--- src/rtl/pattern_bank_pkg.sv ---
// Shared types for the pattern bank: channel update modes and sequencer states.
package pattern_bank_pkg;

  typedef enum logic [2:0] {
    HOLD  = 3'd0,
    CLEAR = 3'd1,
    ALT   = 3'd2,
    WALK  = 3'd3,
    COUNT = 3'd4,
    INV   = 3'd5
  } mode_e;

  typedef enum logic [1:0] {
    IDLE = 2'd0,
    RUN  = 2'd1,
    DONE = 2'd2
  } state_e;

endpackage

--- src/rtl/pattern_lane.sv ---
// One channel of the pattern bank: a WIDTH-bit register that applies the
// selected update mode whenever upd is high.
module pattern_lane
  import pattern_bank_pkg::*;
#(
  parameter int WIDTH = 32,
  parameter int CH    = 0
) (
  input  logic             c,
  input  logic             rn,
  input  logic             clr,
  input  logic             upd,
  input  mode_e            mode,
  input  logic             phase,
  output logic [WIDTH-1:0] q
);

  logic [WIDTH-1:0] alt;
  logic [WIDTH-1:0] walk;
  logic [WIDTH-1:0] nxt;

  // Alternating pattern: bit j = (j + CH + phase) mod 2.
  for (genvar j = 0; j < WIDTH; j++) begin : g_alt
    assign alt[j] = phase ^ 1'((j + CH) % 2);
  end

  assign walk = (q == '0) ? WIDTH'(1) : {q[WIDTH-2:0], q[WIDTH-1]};

  always_comb begin
    // NOTE: default assignment first so no path through the case leaves nxt
    // unassigned, which would otherwise infer a latch.
    nxt = q;
    case (mode)
      CLEAR:   nxt = '0;
      ALT:     nxt = alt;
      WALK:    nxt = walk;
      COUNT:   nxt = q + WIDTH'(1);
      INV:     nxt = ~q;
      default: nxt = q;
    endcase
  end

  // NOTE: sequential state uses non-blocking assignments only, so every flop
  // samples the values from before the edge regardless of block ordering.
  always_ff @(posedge c or negedge rn) begin
    if (!rn)       q <= '0;
    else if (clr)  q <= '0;
    else if (upd)  q <= nxt;
  end

endmodule

--- src/rtl/pattern_bank_gen.sv ---
// Bank of NCH pattern registers driven by a run sequencer: start latches a
// mode and length, the bank updates for len cycles, then done pulses once.
module pattern_bank_gen
  import pattern_bank_pkg::*;
#(
  parameter int WIDTH = 32,
  parameter int NCH   = 4,
  parameter int LENW  = 8
) (
  input  logic                       c,
  input  logic                       rn,
  input  logic                       clr,
  input  logic                       start,
  input  logic [2:0]                 mode,
  input  logic [LENW-1:0]            len,
  input  logic [NCH-1:0]             en,
  output logic                       busy,
  output logic                       done,
  output logic [NCH-1:0][WIDTH-1:0]  a
);

  state_e          state;
  mode_e           mode_q;
  logic [LENW-1:0] cnt;
  logic            phase;

  always_ff @(posedge c or negedge rn) begin
    if (!rn) begin
      state  <= IDLE;
      mode_q <= HOLD;
      cnt    <= '0;
      phase  <= 1'b0;
      busy   <= 1'b0;
      done   <= 1'b0;
    end else if (clr) begin
      // Abort without a done pulse; the lanes clear themselves on clr.
      state  <= IDLE;
      cnt    <= '0;
      phase  <= 1'b0;
      busy   <= 1'b0;
      done   <= 1'b0;
    end else begin
      case (state)
        IDLE: begin
          done <= 1'b0;
          if (start) begin
            if (len != '0) begin
              mode_q <= mode_e'(mode);
              cnt    <= len;
              phase  <= 1'b0;
              busy   <= 1'b1;
              state  <= RUN;
            end else begin
              done  <= 1'b1;
              state <= DONE;
            end
          end
        end
        RUN: begin
          cnt   <= cnt - LENW'(1);
          phase <= ~phase;
          if (cnt == LENW'(1)) begin
            busy  <= 1'b0;
            done  <= 1'b1;
            state <= DONE;
          end
        end
        DONE: begin
          done  <= 1'b0;
          state <= IDLE;
        end
        default: begin
          busy  <= 1'b0;
          done  <= 1'b0;
          state <= IDLE;
        end
      endcase
    end
  end

  for (genvar g = 0; g < NCH; g++) begin : g_lane
    pattern_lane #(
      .WIDTH (WIDTH),
      .CH    (g)
    ) u_lane (
      .c     (c),
      .rn    (rn),
      .clr   (clr),
      .upd   ((state == RUN) && en[g]),
      .mode  (mode_q),
      .phase (phase),
      .q     (a[g])
    );
  end

endmodule
--- config.mk ---
export PLATFORM = sky130hd
export DESIGN_NAME = pattern_bank_gen
export DESIGN_NICKNAME = d
export VERILOG_FILES = /design/src/rtl/pattern_bank_pkg.sv /design/src/rtl/pattern_lane.sv /design/src/rtl/pattern_bank_gen.sv
export SDC_FILE = /design/constraint.sdc
export NUM_CORES = 1
export LEC_CHECK = 0
export BUFFER_PORTS_ARGS = -buffer_cell sky130_fd_sc_hd__buf_2
export CAP_MARGIN = 20
export CORE_MARGIN = 3
export CORE_UTILIZATION = 40
export DETAILED_ROUTE_END_ITERATION = 6
export GPL_TIMING_DRIVEN = 0
export HOLD_SLACK_MARGIN = 0.03
export PLACE_DENSITY_LB_ADDON = 0.08
export RECOVER_POWER = 50
export SLEW_MARGIN = 20
export SYNTH_ARGS = -nofsm -noshare
export SYNTH_HDL_FRONTEND = slang
export SYNTH_SLANG_ARGS = --single-unit
export TNS_END_PERCENT = 20
--- constraint.sdc ---
create_clock -name c -period 4.6 [get_ports c]
set_input_delay 0.92 -clock c [delete_from_list [all_inputs] [get_ports c]]
set_output_delay 0.92 -clock c [all_outputs]
set_load 0.005 [all_outputs]
# Word level (Yosys, flattened, before mapping)
# Cells that the tools add are included.
[op_classes]
div_mod_pow = 0
n_mux = 39
eq_ne = 12
n_reduce_logical = 24
multipliers = 0
shift = 0
bitwise_logic = 6
order_cmp = 0
add_sub_neg = 5
[ops]
columns = ["operator", "n"]
rows = [
  ["$pmux 32 s5", 4],
  ["$mux 32", 12],
  ["$add 32x1->32 const B", 4],
  ["$logic_not 32->1", 4],
  ["$not 32->32", 4],
  ["$mux 8", 3],
  ["$pmux 8 s2", 1],
  ["$mux 1", 11],
  ["$reduce_and 2->1", 5],
  ["$ne 3x3->1 const B", 3],
  ["$eq 8x1->1 const B", 1],
  ["$mux 2", 4],
  ["$reduce_and 4->1", 2],
  ["$reduce_bool 2->1", 4],
  ["$reduce_bool 8->1", 1],
  ["$sub 8x1->8 const B", 1],
  ["$eq 3x2->1 const B", 2],
  ["$eq 3x3->1 const B", 2],
  ["$reduce_bool 6->1", 1],
  ["$logic_and 1x1->1", 4],
  ["$pmux 1 s2", 2],
  ["$pmux 2 s2", 1],
  ["$eq 3x1->1 const B", 1],
  ["$pmux 1 s3", 1],
  ["other kinds (7)", 8],
]
[totals]
memories = 0
ff_bits = 144
output_inout_bits = 130
latchBits = 0
ramBits = 0
inputBits = 19
mem_bits_ro = 0
word_cells = 96

# Logic depth before layout (Yosys ltp)
[depth]
depth_word = 5
depth_mapped = 9
mapped_depth_nobuf = 7

# Cells and area by module
# Synthesis repeated with hierarchy kept, for this count alone.
[unflattened]
hier_cells = 1517
area_unflattened_um2 = 11763.8
[by_module_without_submodules]
columns = ["mod", "cells_each", "area_per_inst_um2", "n_inst", "seq_area_each_um2"]
rows = [
  ["pattern_lane at g_lane[0].u_lane ...", 355, 2672.6, 2, 800.8],
  ["pattern_lane at g_lane[3].u_lane", 357, 2746.4, 1, 800.8],
  ["pattern_lane at g_lane[1].u_lane", 358, 2701.3, 1, 800.8],
  ["pattern_bank_gen", 92, 970.9, 1, 400.4],
]

# Worst setup path before layout
# No wires, ideal clock.
[synth_timing]
path_kind = "input port to flip-flop"
startpoint = "input port clr"
endpoint = "register g_lane[3].u_lane.q[26]"
path_buffers = 3
slack_ps = 2102
stages = 7
setup_ps = 69
t_required_ps = 4531
arrival_ps = 2429
cell_sequence = "buf_2 -> nor3b_2 -> buf_2 -> buf_2 -> nand3_1 -> or4_1 -> nand3_1"
[synth_between]
elab_chain_len = 2
word_cells_on_any_way = 4
classes_between = "1 x mux; 3 x reduce/logical"
[synth_rtl]
columns = ["item", "line", "source"]
rows = [
  ["start, declared", "pattern_bank_gen.sv:12", "input logic clr,"],
  ["$reduce_bool 6->1 (no line) / $reduce_bool 2->1 (equally long branches)", "n/a", ""],
  ["$reduce_and 2->1 (no line)", "n/a", ""],
  ["end signal, assigned", "pattern_lane.sv:48", "else if (upd) q <= nxt;"],
  ["end, declared", "pattern_lane.sv:15", "output logic [WIDTH-1:0] q"],
]
# Several ways; a longest one is shown, not always the timed one.
# A chain may end at the register's enable or synchronous reset.

==> flow_summary.ini <==
[run_status]
outcome = finished with violations
violations = capacitance limit, slew limit

[hold_path]
min_from = done
min_path_type = register to register

[setup_path]
slowest_stage = clkbuf_1
arrival_ns = 3.09
r2r-start = mode_q[1]
cp_max_fo = 53
cp.required_ns = 4.47
worst-r2r-setup-slack_ns = 1.56
cp_cell_sequence = clkbuf_1
critPathTopFamily = buffers and inverters
crit_path_start_kind = input pin
crit_end = g_lane[2].u_lane.q[26]
worst-path-stages = 1
max_stage_delay_ns = 2.11
reg2reg_depth = 7
regToRegEndpoint = g_lane[3].u_lane.q[29]
end_kind = async pin
crit_buf_inv = 1
critPathLaunch = rn
critPathKind = input pin to async pin

[timing]
skew_ns = 0.009709
setup_ws_ns = 1.381
drv_slew = 53
rsz0062_at_grt = no
worstMarginPinSlew_ns = 3.061
max-slew-margin-rel_pct = -104.0
finalCriticalPeriod_ns = 3.219
hold_viol = 0
fmax_mhz = 310.6
setup_viol = 0
period_share_pct = 69.99
timing.setup.tns_ns = 0

[cells_and_area]
layout_commonest_cell = o21ai_0
layout_common_cells = o21ai_0, buf_2, dfrtp_1
nNetsFinal = 1591
final_util_pct = 47.91
fill_cells = 2684
drive_gt1_share_pct = 13.10
area_delta_synth_final_pct = 16.12

[power]
combPwrFrac_pct = 31.0
power_mw = 4.258
power.share.sequential_pct = 33.6
swShare_pct = 38.56
p_leak_nw = 5.303
p_sw_mw = 1.642
p_clk_share_pct = 35.3
p_int_mw = 2.616
ir_worst_vdd_mv = 0.2877
powerDensity_nw_per_um2 = 337.2

[floorplan]
core_area_um2 = 26350
design.die.area_um2 = 29200
ioPinCount = 149
die_y_um = 170.9
start_util_pct = 41.26
fp-row-count = 59
fp.dieW_um = 170.9

[placed_design]
place_congestion = 0.9912
dp_hpwl_um = 33480
io_buffers = 147
dpl_worst_slack_ns = 1.324

[clock_network]
post-cts-setup-buffer-count = 0
cts_hold_buf = 0
cts_tree = built
cts_made_buffers = 17
clk_pin_slew_worst_paths_ns = 0.06
clockBufferDepth = 2
htreeDepth = 4
cts_sinks = 144
clk_latency_ns = 0.43
cts_root_buffer = clkbuf_16
cts_resized = 0

[yosys]
synth_edf_count = 0
synth_seq_cells = 144
synth_fp_nets = 1424
ys_seq_area_share_pct = 33.14
synth_cells = 1395
avgSynthCellArea_um2 = 7.794
ys.flop_type = dfrtp_1
synth-async-reset-ratio_pct = 100.0
yosys_warnings = 0
synth_area_um2 = 10870
yosysUniqueCellTypes = 73

[routing]
wl_per_cell_um = 25.75
drtPass1Iterations = 6
viasPerCell = 6.939
wl_um = 49150
postRouteAntennaNets = 0
num_vias = 13250
drtIter0Drc = 1830
drc_errors = 0

[global_route]
grt_pass1_vias = 12310
antenna_found_initial = 1
grt_max_degree = 93
grt.total_usage_pct = 32.96
grt-ovfl-total = 0
grt_pass1_wl_um = 74550

[flow_run]
max_cap_violations = 1
state kept, by name (all words and copies together), names as in the netlist:
register         cells
g_lane.u_lane.q    128
cnt                  8
mode_q               3
state                2
busy                 1
done                 1
phase                1
power groups by stage:
stage | Clock, mW | Combinational (mW) | Sequential, mW
final | 1.50 | 1.32 | 1.43
after global routing | 1.56 | 1.40 | 1.44
after global placement | 0 | 1.24 | 1.45
after floorplan | 0 | 0.748 | 1.42
after detailed placement | 0 | 1.26 | 1.45
after CTS | 1.51 | 1.26 | 1.43
stage by stage:
stage               cells  hold slack, ns  cell area, µm²
finish               1909          0.5168           12630
global placement     1877          0.4971           12030
global route         1908          0.5459           12620
floorplan            1395          0.4704           10870
detailed placement   1878          0.4951           12070
CTS                  1908          0.4123           12680
cell type report:
class | count | area (µm²) | share of cell area [%]
multi-input combinational | 1080 | 6570 | 52.04
sequential | 144 | 3603 | 28.54
timing repair buffer | 148 | 719.4 | 5.698
buffer | 141 | 586.8 | 4.648
clock buffer | 21 | 480.5 | 3.805
tap | 335 | 419.2 | 3.320
clock inverter | 9 | 131.4 | 1.041
inverter | 30 | 112.6 | 0.8919
antenna | 1 | 2.502 | 0.01982
layer usage:
metal  GRT usage, %  vias to the layer above  part of all wire, %
met2          47.94                     1009                   42
met1          44.86                     6269                   39
met4          17.39                        0                  5.3
met3          8.734                      206                   13
met5              0                        -                    0
li1               -                     5763                    -
Yosys cell counts, types with 11 or more instances:
| library cell | n | area (µm²) |
|---|---|---|
| o221ai_1 | 16 | 140.1 |
| clkbuf_1 | 89 | 334.1 |
| nor3_1 | 44 | 220.2 |
| a22o_1 | 14 | 122.6 |
| o22ai_1 | 13 | 81.33 |
| dfrtp_1 | 144 | 3603 |
| nor2_1 | 83 | 311.6 |
| inv_1 | 29 | 108.9 |
| o211ai_1 | 12 | 90.09 |
| and2_1 | 11 | 68.82 |
| nand3_1 | 61 | 305.3 |
| o311ai_0 | 29 | 254.0 |
| a31oi_1 | 38 | 237.7 |
| o31ai_1 | 14 | 105.1 |
| o21ai_0 | 161 | 805.8 |
| nor4_1 | 30 | 187.7 |
| a211oi_1 | 13 | 97.59 |
| o31a_1 | 11 | 96.34 |
| a21o_1 | 12 | 90.09 |
| nand4_1 | 56 | 350.3 |
| buf_2 | 44 | 220.2 |
| a221o_1 | 18 | 180.2 |
| nand2_1 | 96 | 360.4 |
| a21oi_1 | 140 | 700.7 |
| and4_1 | 16 | 140.1 |
| and3_1 | 32 | 200.2 |
worst min path at each step:
stage | to | cells past startpoint | slack, ns
global placement | cnt[6] | 2 | 0.50
global route | done | 1 | 0.55
floorplan | cnt[6] | 2 | 0.47
detailed placement | done | 1 | 0.50
CTS | g_lane[3].u_lane.q[18] | 1 | 0.41
finish | done | 1 | 0.52
cells by family after synthesis:
kind of cell | count (synthesis) | synth area share, %
AO/OA/AOI/OAI | 568 | 34.04
AND/OR/NAND/NOR | 483 | 23.51
buffers and inverters | 171 | 6.433
flip-flops | 144 | 33.14
XOR/XNOR | 11 | 0.9551
adder cells (fa/ha/maj) | 10 | 1.151
multiplexers | 8 | 0.7710
No activity file was read; power rests on OpenSTA's default activity.
